## config.mk

```make
export PLATFORM = sky130hd
export DESIGN_NAME = keypad_scan
export DESIGN_NICKNAME = d
export VERILOG_FILES = /design/src/rtl/keypad_scan.sv
export SDC_FILE = /design/constraint.sdc
export NUM_CORES = 1
export LEC_CHECK = 0
export CAP_MARGIN = 10
export CORE_ASPECT_RATIO = 0.9
export CORE_MARGIN = 2
export CORE_UTILIZATION = 35
export CTS_CLUSTER_SIZE = 20
export DETAILED_ROUTE_END_ITERATION = 10
export PLACE_DENSITY_LB_ADDON = 0.15
export SYNTH_ARGS = -nofsm -noshare
export SYNTH_HDL_FRONTEND = slang
export SYNTH_SLANG_ARGS = --single-unit
```

## constraint.sdc

```tcl
create_clock -name clk -period 14.65 [get_ports clk]
set_input_delay 2.93 -clock clk [delete_from_list [all_inputs] [get_ports clk]]
set_output_delay 2.93 -clock clk [all_outputs]
set_load 0.005 [all_outputs]
```

## src/rtl/keypad_scan.sv

```systemverilog
// keypad_scan: column scanner, debouncer and decoder for a 4x4 hex keypad.
// Accepted digits shift into a 32-bit register that feeds a multiplexed
// 7-segment display, newest digit in the least significant nibble.
module keypad_scan #(
  parameter int unsigned DEBOUNCE_SCANS = 4
) (
  input  logic        clk,
  input  logic        rst,
  input  logic [31:0] div_value,
  input  logic        clear,
  input  logic [3:0]  row,
  output logic [3:0]  col,
  output logic        key_valid,
  output logic [3:0]  key_code,
  output logic [31:0] dout
);

  typedef enum logic [1:0] {StIdle, StConfirm, StHeld, StRelease} state_e;

  localparam logic [4:0] DebTarget  = 5'(DEBOUNCE_SCANS);
  localparam bit         SingleScan = (DEBOUNCE_SCANS == 1);

  // Row synchronizer
  logic [3:0]  row_meta_q;
  logic [3:0]  row_sync_q;

  // Column timing
  logic [31:0] per_cnt_q;
  logic [31:0] per_last;
  logic        tick;
  logic        scan_done;
  logic [1:0]  col_idx_q;
  logic [3:0]  col_q;

  // Scan image, bit index is col*4 + row, pressed = 1
  logic [15:0] scan_img_q;
  logic [15:0] scan_full;

  // Scan classification
  logic [4:0]  hit_cnt;
  logic [3:0]  hit_idx;
  logic [3:0]  scan_key;
  logic        scan_none;
  logic        scan_single;

  // Debounce FSM
  state_e      state_q;
  logic [3:0]  cnt_q;
  logic [3:0]  cand_q;
  logic [4:0]  cnt_inc;
  logic        accept;

  // Registered outputs
  logic        key_valid_q;
  logic [3:0]  key_code_q;
  logic [31:0] dout_q;

  // Keypad legend; r selects the row, c the column.
  function automatic logic [3:0] decode_key(input logic [1:0] r, input logic [1:0] c);
    logic [3:0] code;
    code = 4'h0;
    unique case ({r, c})
      4'b00_00: code = 4'h1;
      4'b00_01: code = 4'h2;
      4'b00_10: code = 4'h3;
      4'b00_11: code = 4'hA;
      4'b01_00: code = 4'h4;
      4'b01_01: code = 4'h5;
      4'b01_10: code = 4'h6;
      4'b01_11: code = 4'hB;
      4'b10_00: code = 4'h7;
      4'b10_01: code = 4'h8;
      4'b10_10: code = 4'h9;
      4'b10_11: code = 4'hC;
      4'b11_00: code = 4'h0;
      4'b11_01: code = 4'hF;
      4'b11_10: code = 4'hE;
      4'b11_11: code = 4'hD;
    endcase
    return code;
  endfunction

  // Two-stage synchronizer; idle rows read as all ones (nothing pressed).
  always_ff @(posedge clk or negedge rst) begin
    if (!rst) begin
      row_meta_q <= 4'hF;
      row_sync_q <= 4'hF;
    end else begin
      row_meta_q <= row;
      row_sync_q <= row_meta_q;
    end
  end

  // Period end; short periods are clamped so the rows get at least 2 settle clocks.
  always_comb begin
    per_last  = (div_value < 32'd4) ? 32'd3 : div_value - 32'd1;
    // >= so that shrinking div_value mid-period ends the period instead of wrapping
    tick      = (per_cnt_q >= per_last);
    scan_done = tick && (col_idx_q == 2'd3);
  end

  // Period counter.
  always_ff @(posedge clk or negedge rst) begin
    if (!rst) begin
      per_cnt_q <= '0;
    end else if (tick) begin
      per_cnt_q <= '0;
    end else begin
      per_cnt_q <= per_cnt_q + 32'd1;
    end
  end

  // Column index and one-hot-low drive, rotated together on each tick.
  always_ff @(posedge clk or negedge rst) begin
    if (!rst) begin
      col_idx_q <= 2'd0;
      col_q     <= 4'b1110;
    end else if (tick) begin
      col_idx_q <= col_idx_q + 2'd1;
      col_q     <= {col_q[2:0], col_q[3]};
    end
  end

  // Image including the column being sampled this cycle.
  always_comb begin
    scan_full = scan_img_q;
    scan_full[{col_idx_q, 2'b00} +: 4] = ~row_sync_q;
  end

  // Accumulate one column per tick; start empty after each full scan.
  always_ff @(posedge clk or negedge rst) begin
    if (!rst) begin
      scan_img_q <= '0;
    end else if (scan_done) begin
      scan_img_q <= '0;
    end else if (tick) begin
      scan_img_q <= scan_full;
    end
  end

  // Count pressed keys and locate the (single) one.
  always_comb begin
    hit_cnt = '0;
    hit_idx = '0;
    for (int i = 0; i < 16; i++) begin
      if (scan_full[i]) begin
        hit_cnt = hit_cnt + 5'd1;
        hit_idx = 4'(i);
      end
    end
    scan_none   = (hit_cnt == 5'd0);
    scan_single = (hit_cnt == 5'd1);
    scan_key    = decode_key(hit_idx[1:0], hit_idx[3:2]);
  end

  // Accept fires on the scan that completes the required run of identical singles.
  always_comb begin
    cnt_inc = {1'b0, cnt_q} + 5'd1;
    accept  = 1'b0;
    if (scan_done && scan_single) begin
      case (state_q)
        StIdle:    accept = SingleScan;
        StConfirm: accept = (scan_key == cand_q) && (cnt_inc == DebTarget);
        default:   accept = 1'b0;
      endcase
    end
  end

  // Debounce FSM, advanced once per full scan; also owns key_valid and key_code.
  always_ff @(posedge clk or negedge rst) begin
    if (!rst) begin
      state_q     <= StIdle;
      cnt_q       <= '0;
      cand_q      <= '0;
      key_valid_q <= 1'b0;
      key_code_q  <= '0;
    end else begin
      key_valid_q <= accept;
      if (accept) begin
        key_code_q <= scan_key;
      end
      if (scan_done) begin
        unique case (state_q)
          StIdle: begin
            if (scan_single) begin
              cand_q  <= scan_key;
              cnt_q   <= 4'd1;
              state_q <= accept ? StHeld : StConfirm;
            end
          end
          StConfirm: begin
            if (scan_single && (scan_key == cand_q)) begin
              cnt_q <= cnt_inc[3:0];
              if (accept) begin
                state_q <= StHeld;
              end
            end else if (scan_single) begin
              // A different key restarts the run rather than aborting it.
              cand_q <= scan_key;
              cnt_q  <= 4'd1;
            end else begin
              state_q <= StIdle;
            end
          end
          StHeld: begin
            // Held keys never repeat; wait for a clean release.
            if (scan_none) begin
              cnt_q   <= 4'd1;
              state_q <= SingleScan ? StIdle : StRelease;
            end
          end
          StRelease: begin
            if (scan_none) begin
              cnt_q <= cnt_inc[3:0];
              if (cnt_inc == DebTarget) begin
                state_q <= StIdle;
              end
            end else begin
              state_q <= StHeld;
            end
          end
        endcase
      end
    end
  end

  // Digit shift register; a simultaneous clear keeps only the new digit.
  always_ff @(posedge clk or negedge rst) begin
    if (!rst) begin
      dout_q <= '0;
    end else if (accept) begin
      dout_q <= {(clear ? 28'h0 : dout_q[27:0]), scan_key};
    end else if (clear) begin
      dout_q <= '0;
    end
  end

  assign col       = col_q;
  assign key_valid = key_valid_q;
  assign key_code  = key_code_q;
  assign dout      = dout_q;

endmodule

```

==> results.json <==
{
  "die-area_sq_um": 24700,
  "drive_gt1_frac": 0.0762,
  "seq_power_share": 0.353,
  "syn_to_final_growth_pct": 16.2,
  "netlist_area_sq_um": 8220,
  "rsz0062_at_grt": "false",
  "root_buffer": "clkbuf_16",
  "fin_nets": 1061,
  "pwr-share-clk": 0.284,
  "slew_headroom": 0.395,
  "synth_seq_cells": 109,
  "p_int_uw": 565,
  "synth_cells": 903,
  "rows": 53,
  "io_pins": 80,
  "synth_commonest_cells": "113 x nor2_1, 98 x dfrtp_1, 80 x nand2_1, 58 x xor2_1, 56 x ha_1",
  "synth_largest_area_cell": "dfrtp_1",
  "timing.final.crit_share": 0.861,
  "worst_slew_pin_slew_ps": 904,
  "hold_buffers": 0,
  "path_class": "flip-flop to flip-flop",
  "leakagePower_nw": 4.41,
  "die-height_microns": 149,
  "grt_pass1_wl_microns": 31400,
  "max-cap-violations": 0,
  "route.antenna.remaining_nets": 0,
  "via_count": 6377,
  "drt-total-wl_microns": 18300,
  "syn_nets": 998,
  "place.gp.congestion": 0.798,
  "grt_pass1_vias": 6178,
  "synth_cell_types": 81,
  "yosys.area.top_type_share": 0.298,
  "worstPathMaxFanout": 12,
  "switching_share": 0.356,
  "wl_per_cell_microns": 14.4,
  "yosysMostFrequentCell": "nor2_1",
  "cp_slowest_cell": "dfrtp_1",
  "status": "finished, final reports clean",
  "die_w_microns": 166,
  "crit_top_cell": "ha_1",
  "finalHoldViolCount": 0,
  "yosys_warnings": 0,
  "setup_tns_ps": 0,
  "critPathRequiredTime_ps": 14910,
  "track_usage": 0.157,
  "dp_hpwl_microns": 13700,
  "start_kind": "flip-flop",
  "drtIter0Drc": 426,
  "p_comb_frac": 0.363,
  "vdd_drop_max_mv": 0.0556,
  "crit_path_end_kind": "flip-flop",
  "arrival_ps": 12880,
  "drc": 0,
  "synth_ff_type": "dfrtp_1",
  "max_freq_mhz": 79.3,
  "synth-seq-area-share": 0.333,
  "cts_tree": "yes",
  "coreArea_sq_um": 23200,
  "path_clk_slew_ps": 90,
  "synth_edf_count": 0,
  "postSynthAreaPerCell_sq_um": 9.10,
  "cts_resized": 0,
  "cts_buffers": 9,
  "synth_area_leaders": "dfrtp_1 30%, ha_1 8.5%, xor2_1 6.2%",
  "clock_latency_ps": 370,
  "post_cts_buffers": 0,
  "slew_violations": 0,
  "numPortBuffers": 79,
  "clockBufferDepth": 2,
  "grt_max_degree": 65,
  "worst_hold_path_type": "flip-flop to flip-flop",
  "ys_async_sr_fraction": 1.00,
  "initial_utilization": 0.354,
  "num_antenna_cells": 0,
  "grt_overflow": 0,
  "htree_levels": 3,
  "critical_path.max_stage_delay_ps": 600,
  "p_sw_uw": 313,
  "clock_sinks": 109,
  "pwr_density_cell_nw_per_um2": 91.9,
  "drt-pass1-iter-count": 5,
  "finalSetupViolCount": 0,
  "via_per_inst": 5.01,
  "skew_ps": 17.0,
  "antenna_found_initial": 0,
  "power_uw": 878,
  "min_period_ps": 12620
}
[placed cells by master (no fill, tap or decap), types with 10 or more instances in the layout]
cell,synthesis,final
nor2b_1,26,26
a31oi_1,13,13
nor2_1,113,113
nand2_1,80,80
ha_1,56,56
dfrtp_1,98,98
a21o_1,14,14
and2_1,13,13
o21a_1,14,14
a21oi_1,22,22
nand3_1,22,22
nor3_1,20,20
mux2i_1,38,38
nand2b_1,20,20
xor2_1,58,58
clkdlybuf4s50_1,0,78
dfstp_2,11,11
o21ai_0,37,37
xnor2_1,43,43
nand4_1,14,14
nor4_1,10,10
and3_1,10,10
inv_1,26,26
[worst max-delay path, delay by kind of cell (launching register included)]
family                     cells  cell delay, ps
adders and majority gates     15            4440
and+or+nand+nor               16            2780
muxes                          5            1480
AOI/OAI and AO/OA             13            2730
buffers and inverters          5             530
DFF                            1             600
[path summary, 6_finish.rpt]
path,from,endpoint,slack [ps],depth (start not counted)
hold reg to reg,row_meta_q[2],row_sync_q[2],360,0
setup reg to reg,col_idx_q[0],cand_q[1],2030,54
setup / recovery,col_idx_q[0],cand_q[1],2030,54
hold / removal,row_meta_q[2],row_sync_q[2],360,0
max in group asynchronous,rst,per_cnt_q[4],10830,2
min in group asynchronous,rst,cand_q[3],2580,1
[power by group through the flow]
stage	Sequential, mW	Combinational, mW	Clock [mW]
floorplan	0.314	0.253	0
global placement	0.315	0.316	0
detailed placement	0.315	0.318	0
CTS	0.309	0.320	0.259
global route	0.310	0.365	0.270
finish	0.309	0.319	0.250
[state kept, by name, summed over array words and instances (netlist names)]
register,count
per_cnt_q,32
col_idx_q,2
row_meta_q,4
key_valid,1
scan_img_q,16
row_sync_q,4
dout,32
cand_q,4
col,4
cnt_q,4
key_code,4
state_q,2
[kinds of logic (layout without fill, tap and decap cells)]
logic type | count (synthesis) | in the layout | synth area share
xor gates and xnor gates | 109 | 109 | 0.130
muxes | 48 | 48 | 0.0613
and+or+nand+nor | 366 | 366 | 0.225
DFF | 109 | 109 | 0.333
adders and majority gates | 57 | 57 | 0.0865
AOI/OAI and AO/OA | 156 | 156 | 0.131
buffers and inverters | 58 | 126 | 0.0320
[stage by stage]
step	utilization	worst slack, ps	hold slack (ps)	cells	cell area (sq um)
after floorplan	-	3310	345	903	8220
after global placement	0.399	2460	347	1257	9260
after detailed placement	0.399	2050	349	1257	9260
after CTS	0.412	2030	357	1273	9550
after global routing	0.412	997	356	1273	9550
final	0.412	2030	358	1273	9550
[layer usage]
layer	track usage	vias to the layer above	wire length (microns)	share of wire
li1	-	3311	-	-
met1	0.243	2953	9970	0.54
met2	0.227	99	7520	0.41
met3	0.0236	14	595	0.032
met4	0.0362	0	224	0.012
met5	0	-	0	0
[cell type report]
class	count	area, sq um
fill	2302	13700
multi-input combinational	736	5220
sequential	109	2740
timing repair buffer	84	826
tap	302	378
clock buffer	10	239
inverter	26	97.6
clock inverter	6	55.1
No activity file was read; power rests on OpenSTA's default activity.
